==> config.mk <==
export PLATFORM = sky130hd
export DESIGN_NAME = neuron_step_scheduler
export DESIGN_NICKNAME = d
export VERILOG_FILES = /design/src/rtl/neuron_step_scheduler_pkg.sv /design/src/rtl/neuron_state_bank.sv /design/src/rtl/neuron_step_scheduler.sv
export SDC_FILE = /design/constraint.sdc
export NUM_CORES = 1
export LEC_CHECK = 0
export ABC_AREA = 1
export CAP_MARGIN = 40
export CORE_MARGIN = 4
export CORE_UTILIZATION = 25
export CTS_BUF_LIST = sky130_fd_sc_hd__clkbuf_4
export DETAILED_ROUTE_END_ITERATION = 16
export DONT_BUFFER_PORTS = 1
export PLACE_DENSITY_LB_ADDON = 0.25
export SYNTH_ARGS = -nofsm -noshare
export SYNTH_HDL_FRONTEND = slang
export SYNTH_SLANG_ARGS = --single-unit
export TNS_END_PERCENT = 10
==> constraint.sdc <==
create_clock -name clk_i -period 4.4 [get_ports clk_i]
set_input_delay 0.44 -clock clk_i [delete_from_list [all_inputs] [get_ports clk_i]]
set_output_delay 0.44 -clock clk_i [all_outputs]
set_load 0.005 [all_outputs]
==> src/rtl/neuron_step_scheduler_pkg.sv <==
// Shared constants, FSM encoding and defaults for the neuron step scheduler.
// Reset values model a resting membrane: V = -65, h fully open, m and n closed.
package neuron_step_scheduler_pkg;

  localparam int unsigned NNeuronsDefault = 4;
  localparam int unsigned WDefault        = 16;
  localparam int unsigned TimeoutDefault  = 255;
  localparam int          SpikeThDefault  = 0;

  localparam int V_REST = -65;
  localparam int M_INIT = 0;
  localparam int H_INIT = 1;
  localparam int N_INIT = 0;

  typedef enum logic [1:0] {
    StIdle,
    StIssue,
    StWait,
    StDone
  } state_e;

  function automatic int unsigned idx_width(input int unsigned n);
    return (n > 1) ? $clog2(n) : 1;
  endfunction

endpackage

==> src/rtl/neuron_state_bank.sv <==
// Per-neuron V/m/h/n/I storage: one state write port, one current write port,
// a combinational issue read port and a registered readout port.
module neuron_state_bank
  import neuron_step_scheduler_pkg::*;
#(
  parameter int unsigned N_NEURONS = NNeuronsDefault,
  parameter int unsigned W         = WDefault,
  localparam int unsigned IdxW     = idx_width(N_NEURONS)
) (
  input  logic            clk_i,
  input  logic            rst_ni,
  input  logic            wr_en_i,
  input  logic [IdxW-1:0] wr_idx_i,
  input  logic [W-1:0]    wr_v_i,
  input  logic [W-1:0]    wr_m_i,
  input  logic [W-1:0]    wr_h_i,
  input  logic [W-1:0]    wr_n_i,
  input  logic            cur_wr_en_i,
  input  logic [IdxW-1:0] cur_wr_addr_i,
  input  logic [W-1:0]    cur_wr_data_i,
  input  logic [IdxW-1:0] rd_idx_i,
  output logic [W-1:0]    rd_v_o,
  output logic [W-1:0]    rd_m_o,
  output logic [W-1:0]    rd_h_o,
  output logic [W-1:0]    rd_n_o,
  output logic [W-1:0]    rd_i_o,
  input  logic [IdxW-1:0] sel_i,
  output logic [W-1:0]    data_o
);

  logic [W-1:0] v_q [N_NEURONS];
  logic [W-1:0] m_q [N_NEURONS];
  logic [W-1:0] h_q [N_NEURONS];
  logic [W-1:0] n_q [N_NEURONS];
  logic [W-1:0] i_q [N_NEURONS];
  logic [W-1:0] data_q;

  always_ff @(posedge clk_i or negedge rst_ni) begin
    if (!rst_ni) begin
      for (int k = 0; k < int'(N_NEURONS); k++) begin
        v_q[k] <= W'(V_REST);
        m_q[k] <= W'(M_INIT);
        h_q[k] <= W'(H_INIT);
        n_q[k] <= W'(N_INIT);
        i_q[k] <= '0;
      end
      data_q <= W'(V_REST);
    end else begin
      if (wr_en_i) begin
        v_q[wr_idx_i] <= wr_v_i;
        m_q[wr_idx_i] <= wr_m_i;
        h_q[wr_idx_i] <= wr_h_i;
        n_q[wr_idx_i] <= wr_n_i;
      end
      if (cur_wr_en_i) begin
        i_q[cur_wr_addr_i] <= cur_wr_data_i;
      end
      data_q <= v_q[sel_i];
    end
  end

  assign rd_v_o = v_q[rd_idx_i];
  assign rd_m_o = m_q[rd_idx_i];
  assign rd_h_o = h_q[rd_idx_i];
  assign rd_n_o = n_q[rd_idx_i];
  assign rd_i_o = i_q[rd_idx_i];
  assign data_o = data_q;

endmodule

==> src/rtl/neuron_step_scheduler.sv <==
// Walks every neuron slot through a shared update datapath once per timestep,
// with per-neuron result timeout, spike detection and registered V readout.
module neuron_step_scheduler
  import neuron_step_scheduler_pkg::*;
#(
  parameter int unsigned N_NEURONS = NNeuronsDefault,
  parameter int unsigned W         = WDefault,
  parameter int unsigned TIMEOUT   = TimeoutDefault,
  parameter int          SPIKE_TH  = SpikeThDefault,
  localparam int unsigned IdxW     = idx_width(N_NEURONS)
) (
  input  logic                 clk_i,
  input  logic                 rst_ni,
  input  logic                 step_req_i,
  input  logic [W-1:0]         dt_i,
  input  logic                 cur_wr_en_i,
  input  logic [IdxW-1:0]      cur_wr_addr_i,
  input  logic [W-1:0]         cur_wr_data_i,
  output logic                 dp_valid_o,
  input  logic                 dp_ready_i,
  output logic [W-1:0]         dp_v_o,
  output logic [W-1:0]         dp_m_o,
  output logic [W-1:0]         dp_h_o,
  output logic [W-1:0]         dp_n_o,
  output logic [W-1:0]         dp_i_o,
  output logic [W-1:0]         dp_dt_o,
  input  logic                 dp_res_valid_i,
  input  logic [W-1:0]         dp_res_v_i,
  input  logic [W-1:0]         dp_res_m_i,
  input  logic [W-1:0]         dp_res_h_i,
  input  logic [W-1:0]         dp_res_n_i,
  input  logic [IdxW-1:0]      sel_i,
  output logic [W-1:0]         data_out_o,
  output logic                 busy_o,
  output logic                 step_done_o,
  output logic [N_NEURONS-1:0] spike_o,
  output logic                 timeout_err_o
);

  localparam int unsigned CntW = $clog2(TIMEOUT + 1);
  localparam logic signed [W-1:0] SpikeTh = W'(SPIKE_TH);

  state_e               state_q, state_d;
  logic [IdxW-1:0]      idx_q, idx_d;
  logic [CntW-1:0]      wait_cnt_q, wait_cnt_d;
  logic [N_NEURONS-1:0] spike_q, spike_d;
  logic                 terr_q, terr_d;
  logic [W-1:0]         dt_q;
  logic [W-1:0]         op_v_q, op_m_q, op_h_q, op_n_q, op_i_q;
  logic [W-1:0]         rd_v, rd_m, rd_h, rd_n, rd_i;
  logic                 accept, res_take, timed_out, advance, last_idx, load_op, crossed;

  assign accept    = (state_q == StIdle) && step_req_i;
  assign res_take  = (state_q == StWait) && dp_res_valid_i;
  assign timed_out = (state_q == StWait) && !dp_res_valid_i &&
                     (wait_cnt_q == CntW'(TIMEOUT - 1));
  assign advance   = res_take || timed_out;
  assign last_idx  = (idx_q == IdxW'(N_NEURONS - 1));
  // Operands are snapshotted on entry to ISSUE so a concurrent current write cannot disturb them.
  assign load_op   = accept || (advance && !last_idx);
  assign crossed   = ($signed(op_v_q) < SpikeTh) && ($signed(dp_res_v_i) >= SpikeTh);

  always_ff @(posedge clk_i or negedge rst_ni) begin
    if (!rst_ni) begin
      state_q <= StIdle;
    end else begin
      state_q <= state_d;
    end
  end

  always_comb begin
    state_d = state_q;
    unique case (state_q)
      StIdle:  if (step_req_i) state_d = StIssue;
      StIssue: if (dp_ready_i) state_d = StWait;
      StWait:  if (advance) state_d = last_idx ? StDone : StIssue;
      StDone:  state_d = StIdle;
      default: state_d = StIdle;
    endcase
  end

  always_comb begin
    dp_valid_o  = (state_q == StIssue);
    busy_o      = (state_q != StIdle);
    step_done_o = (state_q == StDone);
  end

  always_comb begin
    idx_d      = idx_q;
    spike_d    = spike_q;
    terr_d     = terr_q || timed_out;
    wait_cnt_d = '0;
    if (accept) begin
      idx_d   = '0;
      spike_d = '0;
    end else if (advance && !last_idx) begin
      idx_d = idx_q + IdxW'(1);
    end
    if (res_take && crossed) begin
      spike_d[idx_q] = 1'b1;
    end
    if ((state_q == StWait) && !advance) begin
      wait_cnt_d = wait_cnt_q + CntW'(1);
    end
  end

  always_ff @(posedge clk_i or negedge rst_ni) begin
    if (!rst_ni) begin
      idx_q      <= '0;
      wait_cnt_q <= '0;
      spike_q    <= '0;
      terr_q     <= 1'b0;
      dt_q       <= '0;
      op_v_q     <= '0;
      op_m_q     <= '0;
      op_h_q     <= '0;
      op_n_q     <= '0;
      op_i_q     <= '0;
    end else begin
      idx_q      <= idx_d;
      wait_cnt_q <= wait_cnt_d;
      spike_q    <= spike_d;
      terr_q     <= terr_d;
      if (accept) dt_q <= dt_i;
      if (load_op) begin
        op_v_q <= rd_v;
        op_m_q <= rd_m;
        op_h_q <= rd_h;
        op_n_q <= rd_n;
        op_i_q <= rd_i;
      end
    end
  end

  neuron_state_bank #(
    .N_NEURONS (N_NEURONS),
    .W         (W)
  ) u_bank (
    .clk_i         (clk_i),
    .rst_ni        (rst_ni),
    .wr_en_i       (res_take),
    .wr_idx_i      (idx_q),
    .wr_v_i        (dp_res_v_i),
    .wr_m_i        (dp_res_m_i),
    .wr_h_i        (dp_res_h_i),
    .wr_n_i        (dp_res_n_i),
    .cur_wr_en_i   (cur_wr_en_i),
    .cur_wr_addr_i (cur_wr_addr_i),
    .cur_wr_data_i (cur_wr_data_i),
    .rd_idx_i      (idx_d),
    .rd_v_o        (rd_v),
    .rd_m_o        (rd_m),
    .rd_h_o        (rd_h),
    .rd_n_o        (rd_n),
    .rd_i_o        (rd_i),
    .sel_i         (sel_i),
    .data_o        (data_out_o)
  );

  assign dp_v_o        = op_v_q;
  assign dp_m_o        = op_m_q;
  assign dp_h_o        = op_h_q;
  assign dp_n_o        = op_n_q;
  assign dp_i_o        = op_i_q;
  assign dp_dt_o       = dt_q;
  assign spike_o       = spike_q;
  assign timeout_err_o = terr_q;

endmodule

==> results of run 1 <==
## cell type report
type / count / share of cell area [%]
antenna: 5 / 0.0489
clock buffer: 207 / 6.08
clock inverter: 33 / 0.979
inverter: 419 / 6.18
multi-input combinational: 1645 / 29.2
sequential: 449 / 44.3
tap: 1134 / 5.55
timing repair buffer: 172 / 7.58
## registers in the layout, indices dropped and copies added (netlist names)
signal,flops
u_bank.h_q,64
u_bank.i_q,64
u_bank.m_q,64
u_bank.n_q,64
u_bank.v_q,64
dp_dt_o,16
dp_h_o,16
dp_i_o,16
dp_m_o,16
dp_n_o,16
dp_v_o,16
u_bank.data_o,16
wait_cnt_q,8
spike_o,4
idx_q,2
state_q,2
timeout_err_o,1
## how the worst max path moves through the flow
| stage | cells after the start | endpoint | startpoint |
|---|---|---|---|
| floorplan | 14 | dp_i_o[0] | wait_cnt_q[0] |
| global placement | 15 | dp_i_o[8] | wait_cnt_q[0] |
| detailed placement | 14 | dp_i_o[6] | wait_cnt_q[0] |
| CTS | 15 | dp_h_o[9] | wait_cnt_q[0] |
| global route | 15 | dp_h_o[12] | wait_cnt_q[0] |
| finish | 15 | dp_h_o[9] | wait_cnt_q[0] |
## cells by family after synthesis
group / count (synthesis) / synth area share [%]
and+or+nand+nor: 1243 / 25.4
xor gates and xnor gates: 2 / 0.0831
buffers and inverters: 601 / 11.1
adders and majority gates: 6 / 0.356
DFF: 449 / 53.8
AOI/OAI and AO/OA: 394 / 9.36
## per-layer routing
| metal | global-route usage [%] | vias to the layer above | wire, um |
|---|---|---|---|
| met1 | 19.1 | 8593 | 29900 |
| li1 | - | 8832 | - |
| met2 | 26.0 | 414 | 33000 |
| met4 | 6.05 | 0 | 1610 |
| met5 | 0 | - | 0 |
| met3 | 4.14 | 107 | 3760 |
## worst reg2reg max path, cell delays in order (launching register included)
cell and delay (ns):
dfrtp_1 0.40, inv_1 0.07, ha_1 0.13, nand2_1 0.05, nor2_1 0.09, nand3_1 0.13
nand2_2 0.13, nand2_2 0.13, nand2_1 0.15, nand2_1 0.10, nor2_4 0.11, buf_4 0.59
nand3_1 0.26, nand2_1 0.10, nand2_1 0.05, nand2_1 0.06
## cell usage in the layout, fill, tap and decap left out, drive strengths merged
cell / count
a21oi: 50
and3: 2
buf: 36
bufinv: 4
clkbuf: 207
clkinv: 26
clkinvlp: 1
dfrtp: 370
dfstp: 79
diode: 5
dlygate4sd3: 136
ha: 6
inv: 421
nand2: 890
nand3: 169
nand4: 160
nor2: 18
nor3: 2
nor3b: 2
o211ai: 1
o21ai: 343
xnor2: 1
xor2: 1
## power groups by stage
stage	clock, W	combinational (W)	sequential, W
floorplan	0	0.00442	0.00667
global placement	0	0.00594	0.00704
detailed placement	0	0.00606	0.00704
CTS	0.00454	0.00628	0.00699
global route	0.00476	0.00719	0.00718
finish	0.00430	0.00614	0.00697
## stage by stage
step | setup slack (ns) | cells
6_report | 1.72 | 4064
5_1_grt | 1.49 | 4062
4_1_cts | 1.70 | 4058
3_5_place_dp | 1.75 | 3682
3_3_place_gp | 1.75 | 3672
2_1_floorplan | 2.49 | 2695
==> results.cfg, run 1 <==
[drt]
antenna_left = 0
drc = 0
wl_per_cell_um = 16.8
drt_first_pass_iters = 7
drtIter0Drc = 1293
drt-total-wl_mm = 68.3
via_count = 17900
via_per_inst = 4.42

[floorplanning]
fp.dieArea_um2 = 89000
die_h_um = 298
row_count = 106
io_pins = 226
initial_core_util_pct = 25.2
fp.dieW_um = 298
core-area_um2 = 83700

[status]
run_status = complete, but fails checks
violations = negative hold slack

[timing]
slew_violations = 0
rsz0062_at_grt = no
finalSetupViolCount = 0
fmax_mhz = 373
maxSlewHeadroom_pct = 17.2
holdWs_ns = -0.786
fin_skew_ns = 0.0702
tns_ns = 0
fin_crit_sh_pct = 60.9
fin_crit_ns = 2.68
hold_viol = 449
worst_slew_pin_slew_ns = 1.24

[worst_setup_path]
rrSetupSlack_ns = 1.72
worstSetupPathType = register to register
rr_worst_depth = 15
slowest_delay_ns = 0.59
path_buf_inv = 2
reg2reg_to = dp_h_o[9]
worstPathCellList = inv_1 > ha_1 > nand2_1 > nor2_1 > nand3_1 > nand2_2 > nand2_2 > nand2_1 > nand2_1 > nor2_4 > buf_4 > nand3_1 > nand2_1 > nand2_1 > nand2_1
crit_slowest_cell = buf_4
arrival_ns = 3.52
cpMostUsedCell = nand2_1
worstPathMaxFanout = 47
critPathTopFamily = simple AND/OR/NAND/NOR gates
rr_startpoint = wait_cnt_q[0]
worstSetupStartpointType = register
cp_data_required_time_ns = 5.24
cp-end-kind = register

[yosys]
netlist-cell-type-count = 30
yosysSeqAreaShare_pct = 53.8
synth_edf_count = 0
synth.top_cells.by_count = 887 x nand2_1, 411 x inv_1, 370 x dfrtp_1
synth_top_area_share_pct = 43.9
ys_ff_latch = 449
syn-cell-area_um2 = 21100
synth-async-reset-ratio_pct = 100
yosysWarnings = 0
synth_area_per_cell_um2 = 7.82
synth_flop_cell = dfrtp_1
yosysTopAreaCell = dfrtp_1
yosysMostFrequentCell = nand2_1
synth_fp_nets = 2807
synth.area.top_cells = dfrtp_1 44%, nand2_1 16%, dfstp_2 9.8%
netlist_instances = 2695

[clocking]
numCtsBuffers = 139
holdBufCountCts = 136
clkSinkCount = 449
clock_latency_ns = 0.96
cts_root_buf = clkbuf_4
postCtsSetupBuffers = 0
cts_max_path_buffers = 3
cts_tree = built
h-tree-depth = 4
post_cts_resize_count = 0
clk_pin_slew_ns = 0.06

[grt]
grtUsageTotal_pct = 15.5
antenna_found_initial = 5
grt_pass1_wl_mm = 108
gr-total-overflow = 0
grt_pass1_vias = 18200
grt_max_degree = 450

[power_and_ir_drop]
comb_power_share_pct = 35.3
ir_drop_uv = 536
netSwitchingPower_w = 0.00695
p_leak_nw = 12.7
cellPowerDensity_nw_per_um2 = 681
p_total_w = 0.0174
p_int_w = 0.0105
swShare_pct = 39.9
power_frac_clock_pct = 24.7
p_seq_share_pct = 40.0

[min_path]
hp-class = primary input to asynchronous set/reset pin

[placed_design]
hpwlAfterDp_mm = 37.1
gp_congestion = 0.717
post_dp_cell_area_um2 = 22400
portBuffers = 0

[cells_and_area]
final_util_pct = 30.5
drive_gt1_share_pct = 12.2
fill_cells = 9103
finalNetCount = 2938
syn_to_final_growth_pct = 21.2
multiInputGateArea_um2 = 7480
regArea_um2 = 11300
stdcell_area_um2 = 25600

[run]
cap_violations = 0
(Power assumes the default switching activity.)
==> run 2: changes to the inputs <==
==> constraint.sdc (replaced) <==
create_clock -name clk_i -period 2.3 [get_ports clk_i]
set_input_delay 0.23 -clock clk_i [delete_from_list [all_inputs] [get_ports clk_i]]
set_output_delay 0.23 -clock clk_i [all_outputs]
set_load 0.005 [all_outputs]
==> results.cfg, run 2 (synthesis results as in run 1) <==
[cells_and_area]
syn_to_final_growth_pct = 28.1
final_util_pct = 32.3
stdcell_count = 4190
final_common_cell = nand2_1
most-common-layout-cells = 880 x nand2_1, 411 x inv_1, 370 x dfrtp_1, 339 x o21ai_0, 214 x dlygate4sd3_1
drive_gt1_share_pct = 13.2
finalNetCount = 3069

[floorplanning]
row_count = 106
core-area_um2 = 83700
fp.dieArea_um2 = 89000
fp.dieW_um = 298
die_h_um = 298
initial_core_util_pct = 25.2
io_pins = 226

[clocking]
cts_root_buf = clkbuf_4
clock_latency_ns = 0.96
holdBufCountCts = 214
cts_max_path_buffers = 3
clk_pin_slew_ns = 0.06
numCtsBuffers = 139
cts_tree = built
clkSinkCount = 449
h-tree-depth = 4

[placed_design]
gp_congestion = 0.732
dp.cells = 3728
hpwlAfterDp_mm = 39.8
portBuffers = 0

[grt]
gr-total-overflow = 0
grt_pass1_vias = 18800
grt_pass1_wl_mm = 108
grt_max_degree = 450
grtUsageTotal_pct = 15.4
antenna_found_initial = 4

[power_and_ir_drop]
p_total_w = 0.0347
p_leak_nw = 13.4
ir_drop_uv = 533
cellPowerDensity_nw_per_um2 = 1280

[worst_setup_path]
slowest_delay_ns = 0.40
critPathTopFamily = simple AND/OR/NAND/NOR gates
cp-end-kind = register
worstSetupPathType = register to register
worstPathCellList = inv_1 > ha_1 > nand2_1 > nor2_1 > nand3_1 > nand2_2 > nand2_4 > nand2_2 > nand2_2 > nor2_4 > buf_4 > clkbuf_16 > nand3_1 > nand2_1 > nand2_1 > nand2_1
worstPathMaxFanout = 9
crit_slowest_cell = dfrtp_1
cp_data_required_time_ns = 3.16
worstSetupStartpointType = register
path_buf_inv = 3
arrival_ns = 3.07
cpMostUsedCell = nand2_1

[drt]
wl_per_cell_um = 16.5
drt_first_pass_iters = 5
drtIter0Drc = 1175
via_count = 18400
antenna_left = 0
via_per_inst = 4.40
drt-total-wl_mm = 69.2
drc = 0

[timing]
worst_slew_pin_slew_ns = 1.05
slew_violations = 0
fin_crit_ns = 2.21
holdWs_ns = -0.990
fin_crit_sh_pct = 96.2
finalSetupViolCount = 0
fin_skew_ns = 0.0504
rsz0062_at_grt = yes
maxSlewHeadroom_pct = 29.8
fmax_mhz = 452
hold_viol = 449

[run]
cap_violations = 0

[min_path]
hp-class = primary input to asynchronous set/reset pin

[status]
violations = negative hold slack
run_status = complete, but fails checks
## run 2: per-stage QoR
step | setup slack, ns | instance area [um2] | setup TNS, ns
global placement | 0.110 | 22900 | 0
CTS | 0.0322 | 26800 | 0
finish | 0.0871 | 27000 | 0
floorplan | 0.395 | 21100 | 0
detailed placement | 0.104 | 22900 | 0
global route | -0.0868 | 27000 | -2.22
## run 2: repair_timing
item,in CTS,in global routing
buffers inserted,0,3
endpoints found under the hold margin,872,449
endpoints found under the setup margin,0,57
resized for setup,0,7
## run 2: layout make-up
cell class,instances,area (um2)
clock inverter,40,322
inverter,419,1580
clock buffer,196,1470
antenna,4,10.0
sequential,449,11300
timing repair buffer,303,3370
tap,1134,1420
multi-input combinational,1645,7500
fill,8964,56700
## run 2: worst paths after layout
| check | startpoint | end | slack, ns | cells after the start |
|---|---|---|---|---|
| min in group clk_i | step_req_i | state_q[0] | 0.19 | 3 |
| max in group asynchronous | rst_ni | u_bank.m_q[53] | 2.44 | 0 |
| max | wait_cnt_q[0] | dp_v_o[11] | 0.09 | 16 |
| max reg2reg | wait_cnt_q[0] | dp_v_o[11] | 0.09 | 16 |
| min reg2reg | u_bank.h_q[54] | u_bank.h_q[54] | 0.48 | 2 |
| min | rst_ni | u_bank.i_q[28] | -0.99 | 0 |
## run 2: per-layer routing
| metal | up-vias | GRT usage, % | routed length, um |
|---|---|---|---|
| met4 | 0 | 6.05 | 1720 |
| li1 | 9117 | - | - |
| met3 | 127 | 3.79 | 3550 |
| met2 | 404 | 24.6 | 31600 |
| met1 | 8785 | 20.1 | 32300 |
| met5 | - | 0 | 0 |
## run 2: power breakdown
part	leakage [nW]	total, W	internal [W]	switching (W)
Sequential	5.61	0.0133	0.0113	0.00201
Clock	1.05	0.00828	0.00457	0.00371
Combinational	6.70	0.0131	0.00511	0.00797
Total	13.4	0.0347	0.0210	0.0137
